[config.mk]
export PLATFORM = sky130hd
export DESIGN_NAME = vx_alu_credit_arb
export DESIGN_NICKNAME = d
export VERILOG_FILES = /design/src/rtl/vx_alu_credit_arb.sv
export SDC_FILE = /design/constraint.sdc
export NUM_CORES = 1
export LEC_CHECK = 0
export ABC_CLOCK_PERIOD_IN_PS = 4600
export CORE_AREA = 2 2 134 136
export CTS_CLUSTER_SIZE = 20
export DETAILED_ROUTE_END_ITERATION = 10
export DIE_AREA = 0 0 136 138
export PLACE_DENSITY = 0.67
export SKIP_LAST_GASP = 1
export SLEW_MARGIN = 20
export SYNTH_ARGS = -nofsm -noshare
export SYNTH_HDL_FRONTEND = slang
export SYNTH_SLANG_ARGS = --single-unit
[constraint.sdc]
create_clock -name clk -period 4.6 [get_ports clk]
set_clock_uncertainty 0.2 [all_clocks]
set_input_delay 1.15 -clock clk [delete_from_list [all_inputs] [get_ports clk]]
set_output_delay 1.15 -clock clk [all_outputs]
set_load 0.02 [all_outputs]
[src/rtl/vx_alu_credit_arb.sv]
// Round-robin issue arbiter for the ALU execute port with credit throttling of muldiv ops.
// One-entry registered output stage; muldiv grants consume credits, mdv_done returns them.
module vx_alu_credit_arb #(
    parameter int unsigned NUM_REQS    = 4,
    parameter int unsigned DATAW       = 64,
    parameter int unsigned MAX_CREDITS = 4,
    parameter int unsigned SEL_W       = (NUM_REQS > 1) ? $clog2(NUM_REQS) : 1,
    parameter int unsigned CNT_W       = $clog2(MAX_CREDITS + 1)
) (
    input  logic                      clk,
    input  logic                      reset,
    input  logic [NUM_REQS-1:0]       req_valid,
    input  logic [NUM_REQS-1:0]       req_muldiv,
    input  logic [NUM_REQS*DATAW-1:0] req_data,
    output logic [NUM_REQS-1:0]       req_ready,
    output logic                      out_valid,
    output logic [DATAW-1:0]          out_data,
    output logic                      out_muldiv,
    output logic [SEL_W-1:0]          out_sel,
    input  logic                      out_ready,
    input  logic                      mdv_done,
    output logic [CNT_W-1:0]          credit_cnt,
    output logic                      credit_err
);

    logic [DATAW-1:0]    data_arr [NUM_REQS];
    logic [NUM_REQS-1:0] eligible;
    logic [SEL_W:0]      scan_idx;
    logic [SEL_W-1:0]    winner;
    logic                any_elig;
    logic                load;
    logic                dec;
    logic                inc;

    logic [SEL_W-1:0] rr_ptr_q, rr_ptr_d;
    logic             out_valid_q, out_valid_d;
    logic [DATAW-1:0] out_data_q, out_data_d;
    logic             out_muldiv_q, out_muldiv_d;
    logic [SEL_W-1:0] out_sel_q, out_sel_d;
    logic [CNT_W-1:0] credit_q, credit_d;
    logic             err_q, err_d;

    for (genvar g = 0; g < NUM_REQS; g++) begin : g_unpack
        assign data_arr[g] = req_data[g*DATAW +: DATAW];
    end

    // A muldiv request is only eligible while a credit is available.
    assign eligible = req_valid & (~req_muldiv | {NUM_REQS{credit_q != '0}});

    always_comb begin
        any_elig = 1'b0;
        winner   = '0;
        scan_idx = '0;
        for (int i = 0; i < NUM_REQS; i++) begin
            scan_idx = {1'b0, rr_ptr_q} + (SEL_W+1)'(i);
            if (scan_idx >= (SEL_W+1)'(NUM_REQS)) begin
                scan_idx = scan_idx - (SEL_W+1)'(NUM_REQS);
            end
            if (!any_elig && eligible[scan_idx[SEL_W-1:0]]) begin
                any_elig = 1'b1;
                winner   = scan_idx[SEL_W-1:0];
            end
        end
    end

    assign load = any_elig & (~out_valid_q | out_ready) & ~reset;
    assign dec  = load & req_muldiv[winner];
    assign inc  = mdv_done;

    always_comb begin
        req_ready = '0;
        if (load) begin
            req_ready[winner] = 1'b1;
        end
    end

    always_comb begin
        rr_ptr_d     = rr_ptr_q;
        out_valid_d  = out_valid_q;
        out_data_d   = out_data_q;
        out_muldiv_d = out_muldiv_q;
        out_sel_d    = out_sel_q;
        if (load) begin
            out_valid_d  = 1'b1;
            out_data_d   = data_arr[winner];
            out_muldiv_d = req_muldiv[winner];
            out_sel_d    = winner;
            rr_ptr_d     = (winner == SEL_W'(NUM_REQS - 1)) ? '0 : winner + SEL_W'(1);
        end else if (out_ready) begin
            out_valid_d = 1'b0;
        end
    end

    always_comb begin
        credit_d = credit_q;
        err_d    = err_q;
        if (dec && !inc) begin
            credit_d = credit_q - CNT_W'(1);
        end else if (inc && !dec) begin
            // An unpaired return at full credit is a protocol error; saturate and flag it.
            if (credit_q == CNT_W'(MAX_CREDITS)) begin
                err_d = 1'b1;
            end else begin
                credit_d = credit_q + CNT_W'(1);
            end
        end
    end

    always_ff @(posedge clk or posedge reset) begin
        if (reset) begin
            rr_ptr_q     <= '0;
            out_valid_q  <= 1'b0;
            out_data_q   <= '0;
            out_muldiv_q <= 1'b0;
            out_sel_q    <= '0;
            credit_q     <= CNT_W'(MAX_CREDITS);
            err_q        <= 1'b0;
        end else begin
            rr_ptr_q     <= rr_ptr_d;
            out_valid_q  <= out_valid_d;
            out_data_q   <= out_data_d;
            out_muldiv_q <= out_muldiv_d;
            out_sel_q    <= out_sel_d;
            credit_q     <= credit_d;
            err_q        <= err_d;
        end
    end

    assign out_valid  = out_valid_q;
    assign out_data   = out_data_q;
    assign out_muldiv = out_muldiv_q;
    assign out_sel    = out_sel_q;
    assign credit_cnt = credit_q;
    assign credit_err = err_q;

endmodule

; After elaboration in Yosys (flattened, before gate mapping)
; Cells that the tools add are included.
[totals]
regBits = 74
word_cells = 92
[op_classes]
n_addsub = 10
order_cmp = 11
n_eq_ne = 3
mux = 34
n_bitwise = 11
n_reduce_logical = 16
[op_table]
columns = cell, count
row1 = $bmux W64 S2, 1
row2 = $mux W64, 2
row3 = $mux W2, 9
row4 = $lt A2 B3 Y1 const B, 5
row5 = $ge A3 B3 Y1 const B, 4
row6 = $mux W1, 12
row7 = $bmux W1 S2, 5
row8 = $mux W3, 3
row9 = $sub A2 B1 Y2 const B, 4
row10 = $add A2 B2 Y3 const B, 2
row11 = $logic_and A1 B1 Y1, 6
row12 = $logic_not A1 Y1, 5
row13 = $and A4 B4 Y4, 1
row14 = $mux W4, 1
row15 = $not A4 Y4, 1
row16 = $or A4 B4 Y4, 1
row17 = $reduce_bool A2 Y1, 2
row18 = $add A2 B1 Y3 const B, 1
row19 = $add A3 B1 Y3 const B, 1
row20 = $and A1 B1 Y1, 3
row21 = $eq A3 B3 Y1 const B, 1
row22 = $ge A2 B3 Y1 const B, 1
row23 = $not A1 Y1, 3
row24 = $not A2 Y3, 1
row25 = 10 further kinds, 10

; Logic depth before layout (Yosys ltp)
[depth]
ltp_word = 22
ltp_mapped = 16
mapped_depth_nobuf = 14

; Worst setup path after synthesis
; Ideal clock, no wire load.
[synth_path]
path_type = input to output
from = input req_muldiv[0]
to = output req_ready[2]
arrival_ps = 3004
t_required_ps = 3250
setup_slack_ps = 246
cell_stages = 8
path_buffers = 2
cell_sequence = or4b_1 > a32o_1 > nand3_1 > and3_1 > clkbuf_1 > buf_2 > inv_1 > nor3_1
[synth_via]
elab_chain_cells = 20
[synth_rtl]
columns = item, line
row1 = start: declaration, 13  ; input logic [NUM_REQS-1:0] req_muldiv,
row2 = $not A4 Y4 *, 48  ; assign eligible = req_valid & (~req_muldiv | {NUM_REQS{credit_q != '0}});
row3 = $or A4 B4 Y4 *, 48
row4 = $and A4 B4 Y4 *, 48
row5 = $bmux W1 S2, 59  ; if (!any_elig && eligible[scan_idx[SEL_W-1:0]]) begin
row6 = $mux W1 (not written as such), 59
row7 = $mux W1, 59
row8 = $logic_not A1 Y1, 59
row9 = $logic_and A1 B1 Y1, 59
row10 = (+4 left out), --
row11 = $logic_not A1 Y1, 59
row12 = $logic_and A1 B1 Y1, 59
row13 = $mux W2, 59
row14 = $lt A2 B3 Y1 (not written as such) / $ge A2 B1 Y1 (equally long branches), 73  ; req_ready[winner] = 1'b1;
row15 = $logic_and A1 B1 Y1 (not written as such), 73
row16 = $mux W1 (not written as such), 73
row17 = $demux W1 S2, 73
row18 = $mux W4 *, 72  ; if (load) begin
row19 = end: declaration, 15  ; output logic [NUM_REQS-1:0] req_ready,
; Every way passes the cells marked *; elsewhere a longest branch is shown, timed or not. The select of a mux whose other input is x is not followed.

; Worst setup path after layout
[layout_path]
from = input req_muldiv[2]
to = output req_ready[1]
; Same word-level chain as after synthesis.

==> flow_summary.yaml <==
status:
  status: "finished clean"
pwr:
  power.density_nw_per_um2: 557.1
  p_leak_nw: 3.433
  vdd.ir_drop.worst_mv: 0.3298
cts:
  cts_tree: "built"
  htree_levels: 3
  postCtsHoldBufs: 0
  clk_pin_slew_ns: 0.06
  cts.sinks: 74
  clock_latency_ns: 0.33
  clock_path_buffers: 2
  cts_inserted_buffers: 9
  clockRootBuffer: "clkbuf_16"
logic_synthesis:
  syn-num-nets: 815
  synth_warnings: 0
  yosysSeqAreaShare: 0.3805
  syn_area_per_cell_sq_um: 8.968
  ys_ff_latch: 74
  synth_cell_types: 42
  syn-cell-area_sq_um: 4870
  synth_top_area_frac: 0.3751
  synth_edf_count: 0
  netlist_top_cells_area: "dfrtp_1 38%, a221o_1 13%, o22a_1 12%"
  async_reset_ff_frac: 1.000
  synthCells: 543
  synthFlopType: "dfrtp_1"
  yosys.area.top_type: "dfrtp_1"
layout:
  layout.nets: 1137
  mostFrequentLayoutCell: "clkdlybuf4s50_1"
  antennaDiodeCount: 0
  mostFrequentLayoutCells: "337 x clkdlybuf4s50_1, 73 x dfrtp_1, 67 x a21oi_1"
  drive_gt1_frac: 0.09310
  area_growth_pct: 85.10
  fin_area_sq_um: 9014
die:
  dieWidth_microns: 136
  pin_count: 344
  start_util: 0.2777
  core_area_sq_um: 17530
  die_h_microns: 138
  rows: 49
  die-area_sq_um: 18770
worst_hold_path:
  holdPathEnd: "credit_err"
  min_from: "credit_err"
  hp-class: "reg -> reg"
  hold_depth: 1
worst_setup_path:
  timing.rr.start: "credit_cnt[2]"
  endpoint_kind: "primary output"
  reg2reg_depth: 16
  cp_max_fo: 5
  r2r_slack_ns: 0.93
  timing.rr.end: "credit_cnt[2]"
  critPathArrivalTime_ns: 3.20
  required_ns: 3.25
  start_kind: "input pin"
  worstSetupPathType: "in -> out"
sta:
  max_freq_ghz: 0.2200
  hold_viol: 0
  period_needed_ns: 4.546
  min_period_over_period: 0.9883
  relSlewSlack: 0.3891
  rsz0062_at_grt: "true"
  finalSetupViolations: 0
  slew_viol_final: 0
  tightest_slew_ns: 0.9153
  tns_ns: 0
place:
  gp_congestion: 0.8634
  place_area_sq_um: 8628
  place_hpwl_microns: 15380
  place.port_buffers: 343
detailed_routing:
  wl_microns: 22570
  drc: 0
  post_drt_wl_per_cell_microns: 20.54
  first_pass_iters: 5
  dr.first_iter.drc_count: 310
  via_count: 5954
  final_antenna_net_count: 0
  via_per_inst: 5.418
grt:
  grt_pass1_vias: 5989
  grt_usage: 0.2339
  grt_overflow: 0
  grt_max_degree: 69
  grt_pass1_wl_microns: 34270
  antenna_found_initial: 0
job:
  maxCapViolCount: 0
[logic make-up after synthesis]
| family | after synthesis | share of synthesized area |
|---|---|---|
| AO/OA/AOI/OAI | 283 | 0.4191 |
| XOR/XNOR | 1 | 0.001799 |
| adder cells (fa/ha/maj) | 4 | 0.01182 |
| buffers and inverters | 79 | 0.07143 |
| flip-flops | 74 | 0.3805 |
| AND/OR/NAND/NOR | 102 | 0.1154 |
[routing by layer]
layer / part of all wire / track usage / wire (microns)
met1: 0.40 / 0.2955 / 9101
met2: 0.49 / 0.3943 / 11040
met3: 0.079 / 0.04694 / 1782
met4: 0.028 / 0.08224 / 639
met5: 0 / 0 / 0
[power by group]
| part | switching (W) | internal, W |
|---|---|---|
| logic | 0.00164 | 0.00142 |
| clock network | 0.000284 | 0.000475 |
| registers | 0.000232 | 0.000967 |
[worst max path at each step]
stage,start,end,cells after the start,slack (ns)
4_1_cts,req_muldiv[0],req_ready[3],8,0.0008
2_1_floorplan,req_muldiv[0],req_ready[2],8,0.25
3_3_place_gp,req_muldiv[3],req_ready[0],9,-0.40
6_report,req_muldiv[2],req_ready[1],10,0.05
5_1_grt,req_muldiv[2],req_ready[1],10,-0.08
3_5_place_dp,req_muldiv[3],req_ready[0],9,-0.45
[synth_stat cells, drive strengths merged (2+ instances only)]
| cell type | instances |
|---|---|
| buf | 26 |
| or4b | 3 |
| inv | 13 |
| o21ai | 71 |
| nor4 | 2 |
| a221o | 65 |
| a31oi | 3 |
| a21oi | 69 |
| o22a | 64 |
| nor2b | 2 |
| nand3 | 65 |
| dfrtp | 73 |
| nand2 | 7 |
| nor3 | 9 |
| o31ai | 2 |
| or3 | 2 |
| nand2b | 3 |
| clkbuf | 40 |
| nor4b | 2 |
| nor2 | 4 |
| a22oi | 2 |
| ha | 3 |
[state kept, by name, summed over array words and instances (netlist names)]
| signal | cells |
|---|---|
| out_data | 64 |
| credit_cnt | 3 |
| out_sel | 2 |
| rr_ptr_q | 2 |
| credit_err | 1 |
| out_muldiv | 1 |
| out_valid | 1 |
[final cells by class]
| class | instances | area [sq um] |
|---|---|---|
| fillers | 1669 | 8521 |
| repair buffers | 377 | 3724 |
| multi-input cells | 390 | 2789 |
| flip-flops and latches | 74 | 1853 |
| well taps | 229 | 286.5 |
| clock buffers | 11 | 232.7 |
| clock inverters | 5 | 78.83 |
| inverters | 13 | 50.05 |
[critical path, cell delays in order]
cell and delay [ns]:
clkdlybuf4s50_1 0.47, nor4b_2 0.19, buf_4 0.16, buf_4 0.10
nand2b_1 0.21, nand2_1 0.08, and3_2 0.21, buf_4 0.15
nor3_2 0.19, clkdlybuf4s15_2 0.28
[what timing repair did]
item | in CTS | in global routing
pin swaps | 1 | 3
resized for setup | 20 | 15
setup buffers | 0 | 1
endpoints found under the setup margin | 4 | 5
[stage by stage]
step	util	cells	worst slack (ns)	hold slack [ns]	power, W
CTS	0.5111	1098	0.0007507	0.2871	0.005041
global placement	0.4921	1082	-0.4034	0.2714	0.004218
detailed placement	0.4921	1082	-0.4548	0.2739	0.004243
finish	0.5141	1099	0.05386	0.2777	0.005021
floorplan	-	543	0.2460	0.3729	0.002845
global route	0.5141	1099	-0.08351	0.3168	0.005329
(Power assumes the default switching activity.)
